### src/rtl/image_in_wr_arbiter.sv
// Round-robin scheduler draining CH_NUM image input FIFOs into one DDR write-burst port.
// Define IMG_ARB_PINGPONG_EN for per-channel ping-pong frame buffers and the buf_sel port.
module image_in_wr_arbiter #(
   parameter int CH_NUM       = 4,
   parameter int DATA_W       = 256,
   parameter int LEVEL_W      = 11,
   parameter int ADDR_W       = 28,
   parameter int BURST_LEN    = 16,
   parameter int FRAME_WORDS  = 129600,
   parameter int CH_STRIDE    = 'h400000
`ifdef IMG_ARB_PINGPONG_EN
   , parameter int FRAME_STRIDE = 'h200000
`endif
) (
   input  logic                      clk,
   input  logic                      rst_n,
   input  logic [CH_NUM-1:0]         ch_enable,
   input  logic [CH_NUM-1:0]         frame_start,
   input  logic [CH_NUM*LEVEL_W-1:0] fifo_rd_water_level,
   input  logic [CH_NUM-1:0]         fifo_rd_empty,
   input  logic [CH_NUM*DATA_W-1:0]  fifo_rd_data,
   output logic [CH_NUM-1:0]         fifo_rd_en,
   output logic                      wr_req,
   output logic [ADDR_W-1:0]         wr_addr,
   output logic [7:0]                wr_len,
   input  logic                      wr_ack,
   output logic [DATA_W-1:0]         wr_data,
   output logic                      wr_data_valid,
   output logic                      wr_data_last,
   input  logic                      wr_data_ready,
   output logic [CH_NUM-1:0]         frame_done,
`ifdef IMG_ARB_PINGPONG_EN
   output logic [CH_NUM-1:0]         buf_sel,
`endif
   output logic                      busy
);
   localparam int GW = (CH_NUM > 1) ? $clog2(CH_NUM) : 1;
   localparam int CW = $clog2(BURST_LEN + 1);

   typedef enum logic [1:0] {IDLE, REQ, DATA, DONE} state_t;
   state_t state, state_next;

   logic [GW-1:0]     grant, last_grant, pick;
   logic              found;
   logic [CH_NUM-1:0] eligible, grant_onehot, pending;
   logic [ADDR_W-1:0] offset [CH_NUM];
   logic [ADDR_W-1:0] base_addr;
   logic [CW-1:0]     issued, beat_cnt;
   logic              inflight, push, pop, last_beat, wrap, restart;
   logic [DATA_W-1:0] skid_mem [2];
   logic              skid_rd_ptr, skid_wr_ptr;
   logic [1:0]        skid_cnt;
`ifdef IMG_ARB_PINGPONG_EN
   logic [CH_NUM-1:0] buf_cur;
   assign buf_sel = ~buf_cur;
`endif

   always_comb begin
      eligible = '0;
      for (int c = 0; c < CH_NUM; c++)
         eligible[c] = ch_enable[c] &&
            (32'(fifo_rd_water_level[c*LEVEL_W +: LEVEL_W]) >= 32'(BURST_LEN));
   end

   // Search starts one past the previous winner so every channel gets its turn.
   always_comb begin
      found = 1'b0;
      pick  = '0;
      for (int i = 1; i <= CH_NUM; i++) begin
         if (!found && eligible[(int'(last_grant) + i) % CH_NUM]) begin
            found = 1'b1;
            pick  = GW'((int'(last_grant) + i) % CH_NUM);
         end
      end
   end

   always_comb begin
      grant_onehot = CH_NUM'(1) << grant;
      wrap         = (offset[grant] + ADDR_W'(BURST_LEN)) >= ADDR_W'(FRAME_WORDS);
      restart      = pending[grant] | frame_start[grant];
      last_beat    = beat_cnt == CW'(BURST_LEN - 1);
      push         = inflight;
      base_addr    = ADDR_W'(grant) * ADDR_W'(CH_STRIDE) + offset[grant];
`ifdef IMG_ARB_PINGPONG_EN
      if (buf_cur[grant])
         base_addr = base_addr + ADDR_W'(FRAME_STRIDE);
`endif
   end

   always_ff @(posedge clk or negedge rst_n) begin
      if (!rst_n) state <= IDLE;
      else        state <= state_next;
   end

   always_comb begin
      state_next = state;
      case (state)
         IDLE:    if (found) state_next = REQ;
         REQ:     if (wr_ack) state_next = DATA;
         DATA:    if (pop && last_beat) state_next = DONE;
         DONE:    state_next = IDLE;
         default: state_next = IDLE;
      endcase
   end

   // Reads are throttled so skid contents plus the read in flight never exceed two beats.
   always_comb begin
      wr_req        = state == REQ;
      wr_addr       = wr_req ? base_addr : '0;
      wr_len        = wr_req ? 8'(BURST_LEN - 1) : '0;
      busy          = state != IDLE;
      fifo_rd_en    = '0;
      if (state == DATA && issued < CW'(BURST_LEN) && !fifo_rd_empty[grant] &&
          (skid_cnt + {1'b0, inflight}) < 2'd2)
         fifo_rd_en = grant_onehot;
      wr_data_valid = skid_cnt != 2'd0;
      wr_data       = wr_data_valid ? skid_mem[skid_rd_ptr] : '0;
      wr_data_last  = wr_data_valid && last_beat;
      pop           = wr_data_valid && wr_data_ready;
      frame_done    = (state == DONE && wrap) ? grant_onehot : '0;
   end

   always_ff @(posedge clk or negedge rst_n) begin
      if (!rst_n) begin
         grant       <= '0;
         last_grant  <= GW'(CH_NUM - 1);
         issued      <= '0;
         beat_cnt    <= '0;
         inflight    <= 1'b0;
         skid_cnt    <= '0;
         skid_rd_ptr <= 1'b0;
         skid_wr_ptr <= 1'b0;
         skid_mem[0] <= '0;
         skid_mem[1] <= '0;
      end else begin
         inflight <= |fifo_rd_en;
         if (state == IDLE && found) grant <= pick;
         if (state == DONE) last_grant <= grant;
         if (state == REQ) begin
            issued   <= '0;
            beat_cnt <= '0;
         end else begin
            if (|fifo_rd_en) issued <= issued + 1'b1;
            if (pop) beat_cnt <= beat_cnt + 1'b1;
         end
         if (push) begin
            skid_mem[skid_wr_ptr] <= fifo_rd_data[grant*DATA_W +: DATA_W];
            skid_wr_ptr           <= ~skid_wr_ptr;
         end
         if (pop) skid_rd_ptr <= ~skid_rd_ptr;
         skid_cnt <= skid_cnt + {1'b0, push} - {1'b0, pop};
      end
   end

   // A restart on the channel being served is deferred so its burst address stays stable.
   always_ff @(posedge clk or negedge rst_n) begin
      if (!rst_n) begin
         pending <= '0;
         for (int c = 0; c < CH_NUM; c++) offset[c] <= '0;
`ifdef IMG_ARB_PINGPONG_EN
         buf_cur <= '0;
`endif
      end else begin
         for (int c = 0; c < CH_NUM; c++) begin
            if (state == DONE && GW'(c) == grant) begin
               pending[c] <= 1'b0;
               if (wrap || restart) offset[c] <= '0;
               else                 offset[c] <= offset[c] + ADDR_W'(BURST_LEN);
`ifdef IMG_ARB_PINGPONG_EN
               if (wrap) buf_cur[c] <= ~buf_cur[c];
`endif
            end else if (frame_start[c]) begin
               if (busy && GW'(c) == grant) pending[c] <= 1'b1;
               else                         offset[c]  <= '0;
            end
         end
      end
   end
endmodule

### config.mk
export PLATFORM = sky130hd
export DESIGN_NAME = image_in_wr_arbiter
export DESIGN_NICKNAME = d
export VERILOG_FILES = /design/src/rtl/image_in_wr_arbiter.sv
export SDC_FILE = /design/constraint.sdc
export NUM_CORES = 2
export LEC_CHECK = 0
export CAP_MARGIN = 20
export CORE_AREA = 2 2 540 542
export DETAILED_ROUTE_END_ITERATION = 8
export DIE_AREA = 0 0 542 544
export GPL_TIMING_DRIVEN = 0
export PLACE_DENSITY = 0.37
export SLEW_MARGIN = 0
export SYNTH_ARGS = -nofsm -noshare
export SYNTH_HDL_FRONTEND = slang
export SYNTH_SLANG_ARGS = --single-unit
### constraint.sdc
create_clock -name clk -period 8.2 [get_ports clk]
set_input_delay 1.64 -clock clk [delete_from_list [all_inputs] [get_ports clk]]
set_output_delay 1.64 -clock clk [all_outputs]
set_load 0.02 [all_outputs]
[Yosys cells after proc, flatten, opt, wreduce, memory -nomap -nowiden]
Index checks and enable logic that the tools add are counted.
Cells by class
  add/subtract/negate cells: 14
  $mul: 0
  divide/modulo/power cells: 0
  order comparisons: 16
  eq/ne operators: 14
  shifts and indexed selects: 2
  mux-type cells: 76
  bitwise gates (word level): 10
  reduce and logical (&&, ||, !) cells: 57
Operators with widths (number)
  two-way mux 256 bit: 5
  variable part select 1024 x 11 -> 256 bit: 1
  two-way mux 28 bit: 19
  bitwise mux 512 bit: 1
  demux 256 bit (select 1 bit): 1
  adder 28 x 5 -> 28 bit, second input constant: 5
  binary-select mux 28 bit (select 2 bit): 1
  greater-or-equal comparator 11 x 5 -> 1 bit, second input constant: 4
  adder 24 x 28 -> 28 bit: 1
  greater-or-equal comparator 28 x 17 -> 1 bit, second input constant: 1
  two-way mux 1 bit: 27
  logical AND 1 bit: 24
  nonzero test 2 bit: 12
  two-way mux 5 bit: 4
  < comparator 3 x 4 -> 1 bit, second input constant: 4
  AND reduction 2 bit: 8
  binary-select mux 1 bit (select 2 bit): 7
  two-way mux 2 bit: 7
  two-way mux 4 bit: 3
  != test 2 bit, second input constant: 6
  adder 5 x 1 -> 5 bit, second input constant: 2
  case mux 2 bit (4 select lines): 1
  OR reduction 2 bit: 4
  equality test 5 x 4 -> 1 bit, second input constant: 1
  other kinds (26): 40
Word-level totals
  bits in registers: 649
  bits in latches: 0
  RAM bits: 0
  bits in read-only memories: 0
  output and inout bits: 304
  memories kept: 0

[Longest topological paths before layout]
  depth in word-level cells: 18
  depth in mapped cells: 11
  mapped depth without buffers: 8

[Worst setup path after synthesis]
Ideal clock, no wire load.
  kind: flip-flop to output port
  from: register grant[0]
  to: output frame_done[0]
  arrival time: 2.806 ns
  setup slack: 3.754 ns
  stages on the path, launching flop included: 10
  path buffers: 4
  cell sequence: dfrtp_1 -> buf_4 -> mux4_2 -> and4_1 -> clkbuf_1 -> a21oi_1 -> a22oi_4 -> buf_4 -> buf_4 -> a21oi_1
On the way
  longest elaborated chain between the ends: 8
  elaborated cells between the ends (all ways): 9
  classes of those cells: 1 x add/sub; 1 x order compare; 1 x shift; 4 x mux; 1 x bitwise; 1 x reduce/logical
RTL lines
  start, declared: RTL line 43  | logic [GW-1:0] grant, last_grant, pick;
  start signal, assigned: RTL line 137  | if (state == IDLE && found) grant <= pick;
  inverter 2 -> 3 bit (not written as such): RTL line 79  | wrap = (offset[grant] + ADDR_W'(BURST_LEN)) >= ADDR_W'(FRAME_WORDS);
  binary-select mux 28 bit (select 2 bit): RTL line 79
  two-way mux 28 bit (not written as such) (2 in series): RTL line 79
  adder 28 x 5 -> 28 bit: RTL line 79
  greater-or-equal comparator 28 x 17 -> 1 bit: RTL line 79
  logical AND 1 bit: RTL line 120  | frame_done = (state == DONE && wrap) ? grant_onehot : '0;
  two-way mux 4 bit *: RTL line 120
  end, declared: RTL line 31  | output logic [CH_NUM-1:0] frame_done,
Every way passes the cells marked *; elsewhere a longest branch is shown, timed or not. The select of a mux whose other input is x is not followed.

[Final worst setup path]
  from: register grant[1]
  to: output frame_done[0]
The elaborated chain is that of the path after synthesis.

==> impl_metrics.csv <==
group,metric,value,unit
status,outcome,"finished, final reports clean",
routing,ant_nets,0,
critical_path,worstPathMaxFanout,10,
timing,relSlewSlack,27.67,%
clock_network,ctsResizeCount,0,
timing,post-route-period-util,83.33,%
floorplanning,io_pins,1388,
power,ir_worst_vdd,0.0001622,V
floorplanning,rows,198,
logic_synthesis,synth_most_common_cell,"dfrtp_1",
logic_synthesis,syn_area,36200,um^2
logic_synthesis,ys_types,61,
cells_and_area,fin_util,20.21,%
logic_synthesis,synth.top_cells.by_area,"dfrtp_1 44%, mux4_2 17%, mux2_2 16%",
timing,fin_setup_tns,0,ns
logic_synthesis,synth_edf_count,0,
global_route,grt_max_degree,113,
timing,tightest_slew,1.074,ns
timing,rsz0062_at_grt,"no",
timing,hold_violations,0,
routing,viasPerCell,3.867,
clock_network,hold_buffers,0,
timing,finalCriticalPeriod,6.833,ns
placed_design,place_congestion,0.8881,
critical_path,worstPathArrival,5.19,ns
floorplanning,die_w,542,um
placed_design,portBuffers,1363,
clock_network,clock_path_buffers,3,
timing,hold_ws,0.4927,ns
routing,wl_per_cell,29.94,um
power,power.total,0.02237,W
logic_synthesis,syn_avg_cell_area,13.14,um^2
logic_synthesis,synth_top_cell_by_area,"dfrtp_1",
min_path,hold_class,"reg2reg",
logic_synthesis,ys_seq_elements,633,
logic_synthesis,async_flop_share,100.0,%
logic_synthesis,synth_top_area_share,43.62,%
clock_network,cts.sinks,633,
routing,vias,31639,
routing,drt_wl_total,244.9,mm
placed_design,pre_cts_ws,2.102,ns
cells_and_area,drive_gt1_share,24.83,%
flow_run,maxCapViolCount,0,
floorplanning,coreArea,289400,um^2
timing,fmax,146.3,MHz
global_route,grt_overflow,0,
timing,final_max_slew_viol_count,0,
logic_synthesis,syn_inst,2754,
clock_network,clk_latency,0.71,ns
cells_and_area,syn2layout_area_growth,61.55,%
clock_network,clockRootBuffer,"clkbuf_16",
critical_path,critPathKind,"reg2out",
critical_path,end_kind,"primary output",
logic_synthesis,ys_dominant_reg_cell,"dfrtp_1",
global_route,grt_pass1_vias,32967,
routing,drt_iter0_drc,1920,
clock_network,path_clk_slew,0.07,ns
logic_synthesis,synth-seq-area-share,43.77,%
placed_design,hpwl,207.6,mm
global_route,antenna_found_initial,138,
floorplanning,die_height,544,um
power,power_density,382.5,nW/um^2
logic_synthesis,ys.warnings.count,0,
timing,clock_skew,0.04901,ns
floorplanning,initial_core_util,12.51,%
power,power.leakage,22.74,nW
clock_network,postCtsSetupBuffers,0,
logic_synthesis,synthTopCellsByCount,"631 x dfrtp_1, 516 x mux2_2, 284 x nor2_1, 278 x mux4_2, 259 x mux2i_1",
clock_network,cts.htree.levels,3,
cells_and_area,layout.nets,5354,
global_route,grt_pass1_wl,315.1,mm
critical_path,required,6.56,ns
clock_network,numCtsBuffers,90,
timing,setup_viol,0,
clock_network,tritoncts,"yes",
cells_and_area,nFillCells,31230,
routing,drc_errors,0,
global_route,grtUsageTotal,15.96,%
floorplanning,die_area,294800,um^2
timing,worst_slack,1.367,ns
routing,dr.pass1.iters,5,
critical_path,start_kind,"register",
[critical path, cell delays in order, from the launching register on]
cell and delay [ns]:
dfrtp_1 0.57, buf_2 0.38, clkbuf_1 0.59, mux4_2 0.43, clkbuf_1 0.24, a41oi_1 0.29
mux2i_1 0.11, a21oi_2 0.55, buf_6 0.24, and2_1 0.34, a21oi_1 0.13, clkdlybuf4s50_1 0.59
[layout by cell type, fill, tap and decap left out, types with 20 or more instances in the layout]
| cell type | n |
|---|---|
| mux2_2 | 516 |
| mux4_2 | 278 |
| diode_2 | 56 |
| buf_1 | 44 |
| clkbuf_16 | 90 |
| buf_2 | 25 |
| clkbuf_1 | 144 |
| nor2_1 | 283 |
| mux2i_1 | 259 |
| clkdlybuf4s50_1 | 1362 |
| o21ai_1 | 26 |
| dfrtp_1 | 631 |
| a41oi_1 | 37 |
| nand4_1 | 20 |
| nand3_1 | 22 |
| and2_1 | 35 |
| nand2_1 | 104 |
| buf_4 | 20 |
| clkbuf_8 | 24 |
| and3_1 | 94 |
| o31ai_1 | 25 |
[worst paths after layout]
| path | from | end | slack (ns) | depth (start not counted) |
|---|---|---|---|---|
| max in group asynchronous | rst_n | skid_mem[143] | 5.10 | 4 |
| worst min register to register | skid_wr_ptr | skid_wr_ptr | 0.49 | 1 |
| worst max register to register | grant[1] | skid_mem[20] | 3.60 | 10 |
| min in group asynchronous | rst_n | skid_mem[6] | 0.94 | 1 |
| worst min-delay path | skid_wr_ptr | skid_wr_ptr | 0.49 | 1 |
| worst max-delay path | grant[1] | frame_done[0] | 1.37 | 11 |
[registers in the layout (all words and copies together) (netlist names), 2 cells and up]
signal,flops
pending,4
grant,2
offset,96
issued,5
state,2
beat_cnt,5
last_grant,2
skid_cnt,2
skid_mem,512
[power by group]
group / internal [W] / total (W) / switching, W
clock: 0.00228 / 0.00392 / 0.00164
combinational: 0.00574 / 0.0133 / 0.00755
sequential: 0.00449 / 0.00516 / 0.000670
total: 0.0125 / 0.0224 / 0.00986
[cells by family after synthesis]
| kind of cell | count (synthesis) | synth area share [%] |
|---|---|---|
| muxes | 1055 | 40.66 |
| DFF | 633 | 43.77 |
| and+or+nand+nor | 628 | 8.382 |
| buffers and inverters | 245 | 2.924 |
| AOI/OAI and AO/OA | 157 | 3.228 |
| xor gates and xnor gates | 19 | 0.4597 |
| adders and majority gates | 16 | 0.5738 |
| other | 1 | 0.01036 |
[metal layers]
layer / GRT usage [%] / wire length [um] / up-vias
li1: - / - / 13456
met1: 19.44 / 101500 / 16353
met2: 26.02 / 112600 / 1459
met3: 6.356 / 23160 / 317
met4: 4.083 / 7303 / 54
met5: 0 / 333 / -
[cell type report]
class	instances	area, um^2	share of cell area, %
Buffer	229	1025	1.752
Clock buffer	134	2658	4.545
Antenna cell	56	140.1	0.2396
Tap cell	3800	4755	8.131
Inverter	16	60.06	0.1027
Clock inverter	29	285.3	0.4878
Timing Repair Buffer	1401	14380	24.59
Multi-Input combinational cell	1883	19330	33.06
Sequential cell	633	15840	27.09
[metrics by stage]
stage / cell area (um^2) / instances
finish: 58480 / 8181
global route: 58380 / 8142
CTS: 58290 / 8120
detailed placement: 55350 / 7957
global placement: 54620 / 7924
floorplan: 36220 / 2761
(Power assumes the default switching activity.)
